--- config.mk ---
export PLATFORM = sky130hd
export DESIGN_NAME = add2_accumulator
export DESIGN_NICKNAME = d
export VERILOG_FILES = /design/src/rtl/add2_accumulator.sv
export SDC_FILE = /design/constraint.sdc
export NUM_CORES = 1
export LEC_CHECK = 0
export ABC_AREA = 0
export CORE_MARGIN = 10
export CORE_UTILIZATION = 43
export DETAILED_ROUTE_END_ITERATION = 8
export GPL_ROUTABILITY_DRIVEN = 0
export GPL_TIMING_DRIVEN = 0
export PLACE_DENSITY = 0.76
export RECOVER_POWER = 100
export SKIP_CTS_REPAIR_TIMING = 1
export SLEW_MARGIN = 20
export SYNTH_ARGS = -nofsm -noshare
export SYNTH_HDL_FRONTEND = slang
export SYNTH_SLANG_ARGS = --single-unit
--- constraint.sdc ---
create_clock -name clk -period 2.9 [get_ports clk]
set_clock_uncertainty 0.15 [all_clocks]
set_input_delay 0.29 -clock clk [delete_from_list [all_inputs] [get_ports clk]]
set_output_delay 0.29 -clock clk [all_outputs]
set_load 0.02 [all_outputs]
--- src/rtl/add2_accumulator.sv ---
// Accumulates N_OPS sums of 2-bit operand pairs into an ACC_W-bit wrapping accumulator.
// A sticky ovf flag records any wrap; the result is held until the consumer handshakes it.
module add2_accumulator #(
  parameter int N_OPS = 4,
  parameter int ACC_W = 8
) (
  input  logic             clk,
  input  logic             rst_n,
  input  logic             start,
  input  logic             in_valid,
  output logic             in_ready,
  input  logic [1:0]       a,
  input  logic [1:0]       b,
  output logic             out_valid,
  input  logic             out_ready,
  output logic [ACC_W-1:0] acc,
  output logic             ovf,
  output logic             busy
);

  localparam int CNT_W = 8;
  localparam logic [CNT_W-1:0] LAST_IDX = CNT_W'(N_OPS - 1);

  typedef enum logic [1:0] {
    IDLE  = 2'd0,
    ACCUM = 2'd1,
    DONE  = 2'd2
  } state_t;

  state_t           state;
  state_t           state_nxt;
  logic [CNT_W-1:0] cnt;
  logic             accept;
  logic [ACC_W:0]   acc_sum;

  function automatic logic [ACC_W:0] pair_sum(input logic [1:0] x, input logic [1:0] y);
    logic [2:0] s;
    s = {1'b0, x} + {1'b0, y};
    return {{(ACC_W-2){1'b0}}, s};
  endfunction

  // Extra top bit of the result is the carry out of bit ACC_W-1.
  function automatic logic [ACC_W:0] wrap_add(input logic [ACC_W-1:0] base,
                                              input logic [ACC_W:0]   inc);
    return {1'b0, base} + inc;
  endfunction

  assign accept    = (state == ACCUM) && in_valid;
  assign acc_sum   = wrap_add(acc, pair_sum(a, b));
  assign in_ready  = (state == ACCUM);
  assign out_valid = (state == DONE);
  assign busy      = (state != IDLE);

  always_ff @(posedge clk or negedge rst_n) begin
    if (!rst_n) state <= IDLE;
    else        state <= state_nxt;
  end

  always_comb begin
    state_nxt = state;
    case (state)
      IDLE:    if (start) state_nxt = ACCUM;
      ACCUM:   if (accept && (cnt == LAST_IDX)) state_nxt = DONE;
      DONE:    if (out_ready) state_nxt = IDLE;
      default: state_nxt = IDLE;
    endcase
  end

  // Result registers hold their value through DONE and IDLE until the next start.
  always_ff @(posedge clk or negedge rst_n) begin
    if (!rst_n) begin
      acc <= '0;
      ovf <= 1'b0;
      cnt <= '0;
    end else if ((state == IDLE) && start) begin
      acc <= '0;
      ovf <= 1'b0;
      cnt <= '0;
    end else if (accept) begin
      acc <= acc_sum[ACC_W-1:0];
      ovf <= ovf | acc_sum[ACC_W];
      cnt <= cnt + CNT_W'(1);
    end
  end

endmodule

==> impl_metrics.csv, run 1 <==
group,metric,value,unit
status,status,"finished, final reports clean",
worst_setup_path,cp-startpoint,"a[1]",
floorplanning,die_w,69.6,microns
timing,fmaxAchievable,0.396,GHz
timing,post-route-period-util,0.871,
cts,cts-buffers-inserted,3,
worst_setup_path,r2r_cells,6,
worst_setup_path,slowest_stage,"fa_1",
cts,cts_tree,"yes",
cells_and_area,final_cell_mix,"19 x dfrtp_1, 13 x dlygate4sd3_1, 9 x inv_1",
timing,slew_headroom,0.269,
cells_and_area,area_delta_synth_final,23.4,%
grt,grt_pass1_vias,860,
logic_synthesis,synth.cell_area,1060,sq um
power_and_ir_drop,p_clk_frac,0.136,
cells_and_area,nets,145,
routing,drtAntennaViolNets,0,
timing,rsz0062_at_grt,"no",
cells_and_area,drive_above_1_share,0.0391,
timing,finalSetupViolations,0,
timing,finalHoldViolations,0,
routing,drc,0,
logic_synthesis,synth-seq-cells,19,
power_and_ir_drop,intPower,0.578,mW
routing,viasPerCell,5.60,
grt,antenna_found_initial,0,
floorplanning,initial_utilization,0.466,
worst_setup_path,r2r_setup_slack,440,ps
cts,clk_pin_slew_worst_paths,110,ps
logic_synthesis,syn_avg_cell_area,10.2,sq um
worst_setup_path,endpoint,"acc[5]",
cells_and_area,multi_input_comb_area,526,sq um
power_and_ir_drop,p_leak,0.562,nW
cts,htree_levels,1,
cts,clock_path_buffers,2,
timing,finalSetupTns,0,ps
worst_setup_path,worst-path-max-fanout,5,
logic_synthesis,ys_warn_count,0,
grt,overflow,0,
cells_and_area,final_common_cell,"dfrtp_1",
worst_setup_path,cp.arrival,2600,ps
grt,grt_max_degree,20,
routing,dr.pass1.iters,4,
worst_setup_path,cpMostUsedCell,"fa_1",
grt,grt_pass1_wl,4220,microns
logic_synthesis,synthesis.nets,120,
power_and_ir_drop,p_sw,0.403,mW
routing,vias,873,
grt,grt_usage,0.102,
worst_setup_path,startpoint_type,"primary input",
power_and_ir_drop,switching_share,0.411,
cells_and_area,nFillCells,218,
worst_setup_path,slowest_delay,580,ps
worst_setup_path,end_kind,"register",
routing,drt-initial-drc-count,27,
routing,routed_wl,2280,microns
worst_setup_path,required,2970,ps
floorplanning,num_io_pins,21,
placed_design,portBuffers,20,
timing,min_period,2530,ps
cts,root_buffer,"clkbuf_4",
cts,cts.sinks,19,
floorplanning,coreArea,2280,sq um
timing,tightestPinTransition,1090,ps
worst_setup_path,crit_type,"primary input to register",
floorplanning,rows,17,
power_and_ir_drop,pwr-share-comb,0.450,
worst_setup_path,r2r-end,"acc[5]",
placed_design,hpwl,1770,microns
timing,finalMaxSlewViolations,0,
floorplanning,die_h,69.6,microns
floorplanning,fp.dieArea,4850,sq um
logic_synthesis,synth_cells,104,
min_path,hold_path.class,"register to register",
power_and_ir_drop,powerDensity,750,nW/um^2
power_and_ir_drop,seqPwrFrac,0.414,
power_and_ir_drop,peakVddDrop,0.406,mV
cts,clk_latency,300,ps
flow_run,drv_cap,0,
routing,wire_per_inst,14.6,microns
logic_synthesis,seq_area_frac_synth,0.449,
worst_setup_path,crit_chain,"clkdlybuf4s50_1 -> fa_1 -> ha_1 -> inv_1 -> fa_1 -> or4_1 -> a21oi_1",
cells_and_area,num_antenna_cells,0,
cells_and_area,seq_area,475,sq um
worst_setup_path,reg2reg_from,"acc[1]",
cells_and_area,final_util,0.574,
logic_synthesis,synth_cell_type_count,34,
-- power by group through the flow --
stage / sequential (mW) / clock, mW / combinational (mW)
floorplan: 0.437 / 0 / 0.257
global placement: 0.409 / 0 / 0.461
detailed placement: 0.415 / 0 / 0.474
CTS: 0.410 / 0.139 / 0.475
global route: 0.425 / 0.150 / 0.493
finish: 0.406 / 0.133 / 0.441
-- worst min-delay path by stage --
stage	end	start	cells after the start	slack [ps]
final	ovf	ovf	1	370
after global routing	acc[0]	acc[0]	1	400
after CTS	cnt[5]	rst_n	1	330
after detailed placement	ovf	ovf	1	350
after global placement	ovf	ovf	1	330
after floorplan	acc[0]	rst_n	0	-160
-- state kept, by name, summed over array words and instances, names as in the netlist --
register,cells
cnt,8
state,2
ovf,1
acc,8
-- worst max-delay path, delay by kind of cell --
family / cells / cell delay [ps]
AO/OA/AOI/OAI: 1 / 150
buffers and inverters: 2 / 480
AND/OR/NAND/NOR: 1 / 520
adder cells (fa/ha/maj): 3 / 1160
-- synthesized netlist by cell type (all sizes together) --
cell     count  area [sq um]
a21o         1          7.51
a21oi        7          35.0
a22o         2          17.5
and2b        1          7.51
and3b        1          8.76
buf          2          10.0
clkbuf       1          3.75
dfrtp       19           475
fa           3          60.1
ha           4          50.1
inv          9          33.8
mux2i        4          40.0
nand2        7          26.3
nand2b       1          6.26
nand3        7          35.0
nand3b       1          7.51
nand4        2          12.5
nand4b       1          8.76
nor2         3          11.3
nor2b        1          6.26
nor3         2          10.0
nor3b        2          20.0
nor4         3          25.0
o21a         1          7.51
o21ai        4          20.0
o2bb2ai      3          26.3
o31ai        3          22.5
or2          1          6.26
or3          3          18.8
or3b         1          8.76
or4          3          22.5
xor2         1          8.76
-- final cells by class --
cell class | instances | share of cell area
Buffer | 3 | 0.00861
Timing Repair Buffer | 20 | 0.153
Multi-Input combinational cell | 73 | 0.402
Inverter | 9 | 0.0258
Clock buffer | 4 | 0.0201
Tap cell | 28 | 0.0268
Sequential cell | 19 | 0.364
-- routing by layer --
layer | share of wire | vias up | wire length, microns | track usage
met1 | 0.47 | 420 | 1070 | 0.128
met3 | 0.065 | 4 | 148 | 0.0357
met4 | 0.0088 | 0 | 20 | 0.0370
met2 | 0.46 | 26 | 1040 | 0.156
li1 | - | 423 | - | -
met5 | 0 | - | 0 | 0
-- stage by stage --
step | setup slack, ps | cells | instance area [sq um] | power [mW] | hold slack, ps
floorplan | 457 | 104 | 1060 | 0.694 | -156
global placement | 82.1 | 152 | 1290 | 0.870 | 329
detailed placement | 42.3 | 152 | 1290 | 0.889 | 349
CTS | 363 | 156 | 1320 | 1.02 | 332
global route | 256 | 156 | 1310 | 1.07 | 398
finish | 374 | 156 | 1310 | 0.981 | 370
-- cells by family (layout without fill, tap and decap cells) --
logic type,Yosys count,in the layout,share of synthesized area
buffers and inverters,12,36,0.0449
AOI/OAI and AO/OA,21,21,0.129
muxes,4,4,0.0378
xor gates and xnor gates,1,1,0.00827
adders and majority gates,7,7,0.104
DFF,19,19,0.449
and+or+nand+nor,40,40,0.228
Power figures use the tool's default switching activity.
==> inputs of run 2 (changes only) <==
Settings changed: CORE_MARGIN 10 to 2, CORE_UTILIZATION 43 to 46, GPL_ROUTABILITY_DRIVEN 0 to not set, PLACE_DENSITY 0.76 to 0.8.
==> run 2 against run 1 <==
- die area down 44%
- register-to-register slack worse by 60 ps
- critical path depth up 2
- via count up 3.0%
- core utilization up 2.2 points
- first-iteration DRC count up 52%
- largest cell class unchanged
- cell count unchanged
- non-clock buffer count unchanged
==> impl_metrics.csv, run 2 (synthesized netlist as in run 1, its figures left out) <==
group,metric,value,unit
cells_and_area,final_cell_mix,"19 x dfrtp_1, 14 x dlygate4sd3_1, 9 x inv_1",
min_path,whs_endpoint,"ovf",
cells_and_area,final_util,0.597,
placed_design,gp_congestion,0.847,
cells_and_area,fin_cells,156,
floorplanning,num_io_pins,21,
worst_setup_path,r2r_cells,6,
cts,htree_levels,1,
floorplanning,coreArea,2190,sq um
worst_setup_path,r2r_setup_slack,380,ps
placed_design,dpl_cell_area,1290,sq um
cts,clk_latency,290,ps
worst_setup_path,r2r-end,"acc[5]",
cells_and_area,fin_area,1310,sq um
routing,vias,899,
routing,drtAntennaViolNets,0,
routing,wire_per_inst,15.3,microns
cells_and_area,drive_above_1_share,0.0391,
placed_design,hpwl,1730,microns
status,status,"finished, final reports clean",
power_and_ir_drop,power.total,0.989,mW
routing,routed_wl,2390,microns
worst_setup_path,crit_type,"primary input to register",
placed_design,portBuffers,20,
timing,slew_headroom,0.257,
cells_and_area,final_common_cell,"dfrtp_1",
timing,finalMaxSlewViolations,0,
cts,clk_pin_slew_worst_paths,100,ps
floorplanning,fp.dieArea,2700,sq um
floorplanning,initial_utilization,0.484,
floorplanning,die_h,52,microns
worst_setup_path,cp.arrival,2720,ps
timing,post-route-period-util,0.914,
grt,overflow,0,
worst_setup_path,reg2reg_from,"acc[1]",
power_and_ir_drop,peakVddDrop,0.459,mV
routing,dr.pass1.iters,4,
cells_and_area,num_antenna_cells,0,
worst_setup_path,required,2970,ps
power_and_ir_drop,powerDensity,756,nW/um^2
grt,grt_pass1_wl,3800,microns
worst_setup_path,end_kind,"register",
cells_and_area,nets,145,
timing,fmaxAchievable,0.377,GHz
routing,drc,0,
timing,finalHoldViolations,0,
timing,finalSetupViolations,0,
cells_and_area,area_delta_synth_final,23.4,%
cts,cts_tree,"yes",
min_path,hold_depth,1,
timing,whs,349,ps
routing,viasPerCell,5.76,
grt,antenna_found_initial,0,
timing,min_period,2650,ps
grt,grt_pass1_vias,866,
routing,drt-initial-drc-count,41,
cts,cts-buffers-inserted,3,
timing,tightestPinTransition,1110,ps
cts,cts.sinks,19,
worst_setup_path,startpoint_type,"primary input",
power_and_ir_drop,p_leak,0.562,nW
timing,rsz0062_at_grt,"no",
cells_and_area,top_regs,"acc x8, cnt x8, state x2",
worst_setup_path,worst-path-max-fanout,5,
flow_run,drv_cap,0,
floorplanning,die_w,52,microns
placed_design,place_inst,152,
min_path,hold_start,"ovf",
grt,grt_usage,0.198,
grt,grt_max_degree,20,
floorplanning,rows,17,
cts,root_buffer,"clkbuf_4",
cts,clock_path_buffers,2,
min_path,hold_path.class,"register to register",
-- run 2: routing by layer --
metal,part of all wire,vias up,track usage
li1,-,425,-
met1,0.42,436,0.236
met2,0.50,30,0.325
met3,0.050,8,0.0374
met4,0.026,0,0.127
met5,0,-,0
-- run 2: cell type report --
type | instances | area [sq um]
sequential | 19 | 475
clock buffer | 4 | 26.3
buffer | 3 | 11.3
tap | 28 | 35.0
fill | 189 | 883
multi-input combinational | 73 | 526
inverter | 9 | 33.8
timing repair buffer | 20 | 200
-- run 2: how the worst max path moves through the flow --
stage                      start     end  slack [ps]  cells after the start
after floorplan           acc[1]  acc[5]         460                      6
after global placement      a[1]  acc[5]          90                      7
after detailed placement    a[0]  acc[5]          -9                      9
after CTS                   a[0]  acc[5]         300                      9
after global routing        a[0]  acc[5]         160                      9
final                       a[0]  acc[5]         250                      9
-- run 2: worst max-delay path: stages --
cell,delay (ps)
dlygate4sd3_1,520
inv_1,60
fa_1,430
inv_1,90
ha_1,140
inv_1,50
fa_1,440
or4_1,540
a21oi_1,170
-- run 2: power breakdown --
group | total [mW] | switching, mW | internal, mW
combinational | 0.447 | 0.251 | 0.196
sequential | 0.409 | 0.0794 | 0.329
clock | 0.133 | 0.0792 | 0.0535
-- run 2: per-stage QoR --
stage                     TNS, ps  setup slack [ps]
after floorplan                 0               457
after global placement          0              91.4
after detailed placement    -8.90             -8.90
after CTS                       0               298
after global routing            0               157
final                           0               248
==> inputs of run 3 (changes only) <==
Settings changed: CORE_UTILIZATION 46 to 50, PLACE_DENSITY 0.8 to 0.86.
==> run 3 against run 2 <==
- sequential share of layout area is essentially flat
- largest power group unchanged
- maximum frequency shrank 0.88%
- cell area about the same
==> impl_metrics.csv, run 3 (synthesized netlist as in run 1, its figures left out) <==
group,metric,value,unit
status,status,"finished, final reports clean",
timing,min_period,2680,ps
worst_setup_path,cp.arrival,2760,ps
grt,grt_max_degree,20,
cts,cts-buffers-inserted,3,
cells_and_area,final_util,0.659,
cells_and_area,drive_above_1_share,0.0391,
floorplanning,die_h,50.0,microns
worst_setup_path,r2r_cells,6,
routing,vias,891,
cells_and_area,num_antenna_cells,0,
placed_design,hpwl,1750,microns
timing,finalSetupViolations,0,
cells_and_area,final_cell_mix,"19 x dfrtp_1, 14 x dlygate4sd3_1, 9 x inv_1",
timing,finalHoldViolations,0,
worst_setup_path,end_kind,"register",
worst_setup_path,cpLargestDelayFamily,"adder cells",
min_path,hold_start,"ovf",
power_and_ir_drop,p_leak,0.562,nW
worst_setup_path,slowest_stage,"fa_1",
worst_setup_path,path_depth,7,
power_and_ir_drop,peakVddDrop,0.415,mV
placed_design,dpl_cell_area,1290,sq um
routing,dr.pass1.iters,4,
routing,wire_per_inst,14.9,microns
cts,clock_path_buffers,2,
routing,drtAntennaViolNets,0,
cts,root_buffer,"clkbuf_4",
min_path,hold_depth,1,
routing,routed_wl,2320,microns
timing,fmaxAchievable,0.374,GHz
flow_run,drv_cap,0,
timing,rsz0062_at_grt,"no",
worst_setup_path,startpoint_type,"primary input",
floorplanning,initial_utilization,0.535,
min_path,hold_path.class,"register to register",
worst_setup_path,r2r_setup_slack,420,ps
placed_design,place_inst,151,
timing,slew_headroom,0.251,
worst_setup_path,critPathBufInv,2,
cells_and_area,fin_area,1310,sq um
grt,antenna_found_initial,0,
cts,clk_latency,310,ps
routing,drc,0,
floorplanning,num_io_pins,21,
worst_setup_path,reg2reg_from,"acc[1]",
cells_and_area,top_regs,"acc x8, cnt x8, state x2",
cells_and_area,final_common_cell,"dfrtp_1",
worst_setup_path,cp-startpoint,"a[1]",
floorplanning,coreArea,1980,sq um
cells_and_area,nets,145,
floorplanning,fp.dieArea,2500,sq um
routing,drt-initial-drc-count,15,
cts,cts_tree,"yes",
timing,post-route-period-util,0.922,
timing,finalMaxSlewViolations,0,
grt,overflow,0,
grt,grt_usage,0.217,
timing,tightestPinTransition,1120,ps
worst_setup_path,slowest_delay,590,ps
timing,finalSetupTns,0,ps
worst_setup_path,required,2990,ps
worst_setup_path,worst-path-max-fanout,5,
placed_design,portBuffers,20,
grt,grt_pass1_vias,894,
cells_and_area,fin_cells,155,
worst_setup_path,crit_type,"primary input to register",
floorplanning,rows,16,
cts,htree_levels,1,
routing,viasPerCell,5.75,
cells_and_area,area_delta_synth_final,23.3,%
cts,cts.sinks,19,
grt,grt_pass1_wl,3950,microns
min_path,whs_endpoint,"ovf",
floorplanning,die_w,50.0,microns
placed_design,gp_congestion,0.847,
worst_setup_path,cpMostUsedCell,"fa_1",
worst_setup_path,r2r-end,"acc[5]",
cts,clk_pin_slew_worst_paths,110,ps
worst_setup_path,crit_chain,"dlygate4sd3_1 -> fa_1 -> ha_1 -> inv_1 -> fa_1 -> or4_1 -> a21oi_1",
power_and_ir_drop,powerDensity,763,nW/um^2
## run 3: how the worst max path moves through the flow
stage                         to  slack, ps
after global routing      acc[5]        170
after floorplan           acc[5]        460
after global placement    acc[5]        100
after detailed placement  acc[5]         20
final                     acc[5]        220
after CTS                 acc[5]        340
## run 3: cell type report
cell class / instances / area [sq um]
fill: 159 / 676
timing repair buffer: 20 / 200
sequential: 19 / 475
buffer: 3 / 11.3
multi-input combinational: 73 / 526
inverter: 9 / 33.8
clock buffer: 4 / 26.3
tap: 27 / 33.8
## run 3: report_power, final
group	switching (mW)	internal (mW)	total, mW
Sequential	0.0814	0.329	0.411
Clock	0.0840	0.0537	0.138
Combinational	0.252	0.197	0.449
## run 3: worst register-to-register path: cells and delay by family, from the launching register on
| kind | cells | cell delay [ps] |
|---|---|---|
| adders and majority gates | 3 | 1130 |
| AOI/OAI and AO/OA | 1 | 150 |
| DFF | 1 | 420 |
| buffers and inverters | 1 | 50 |
| and+or+nand+nor | 1 | 520 |
## run 3: through the flow
step / setup slack [ps] / power (mW) / hold WS [ps]
after floorplan: 457 / 0.694 / -156
after global placement: 96.9 / 0.860 / 330
after detailed placement: 15.8 / 0.892 / 339
after CTS: 343 / 1.03 / 328
after global routing: 172 / 1.07 / 378
final: 225 / 0.997 / 364
## run 3: routing by layer
| layer | up-vias | GRT usage | routed length, microns |
|---|---|---|---|
| met5 | - | 0 | 0 |
| met4 | 0 | 0.125 | 53 |
| met3 | 6 | 0.0727 | 109 |
| met2 | 24 | 0.340 | 1200 |
| met1 | 439 | 0.257 | 958 |
| li1 | 422 | - | - |
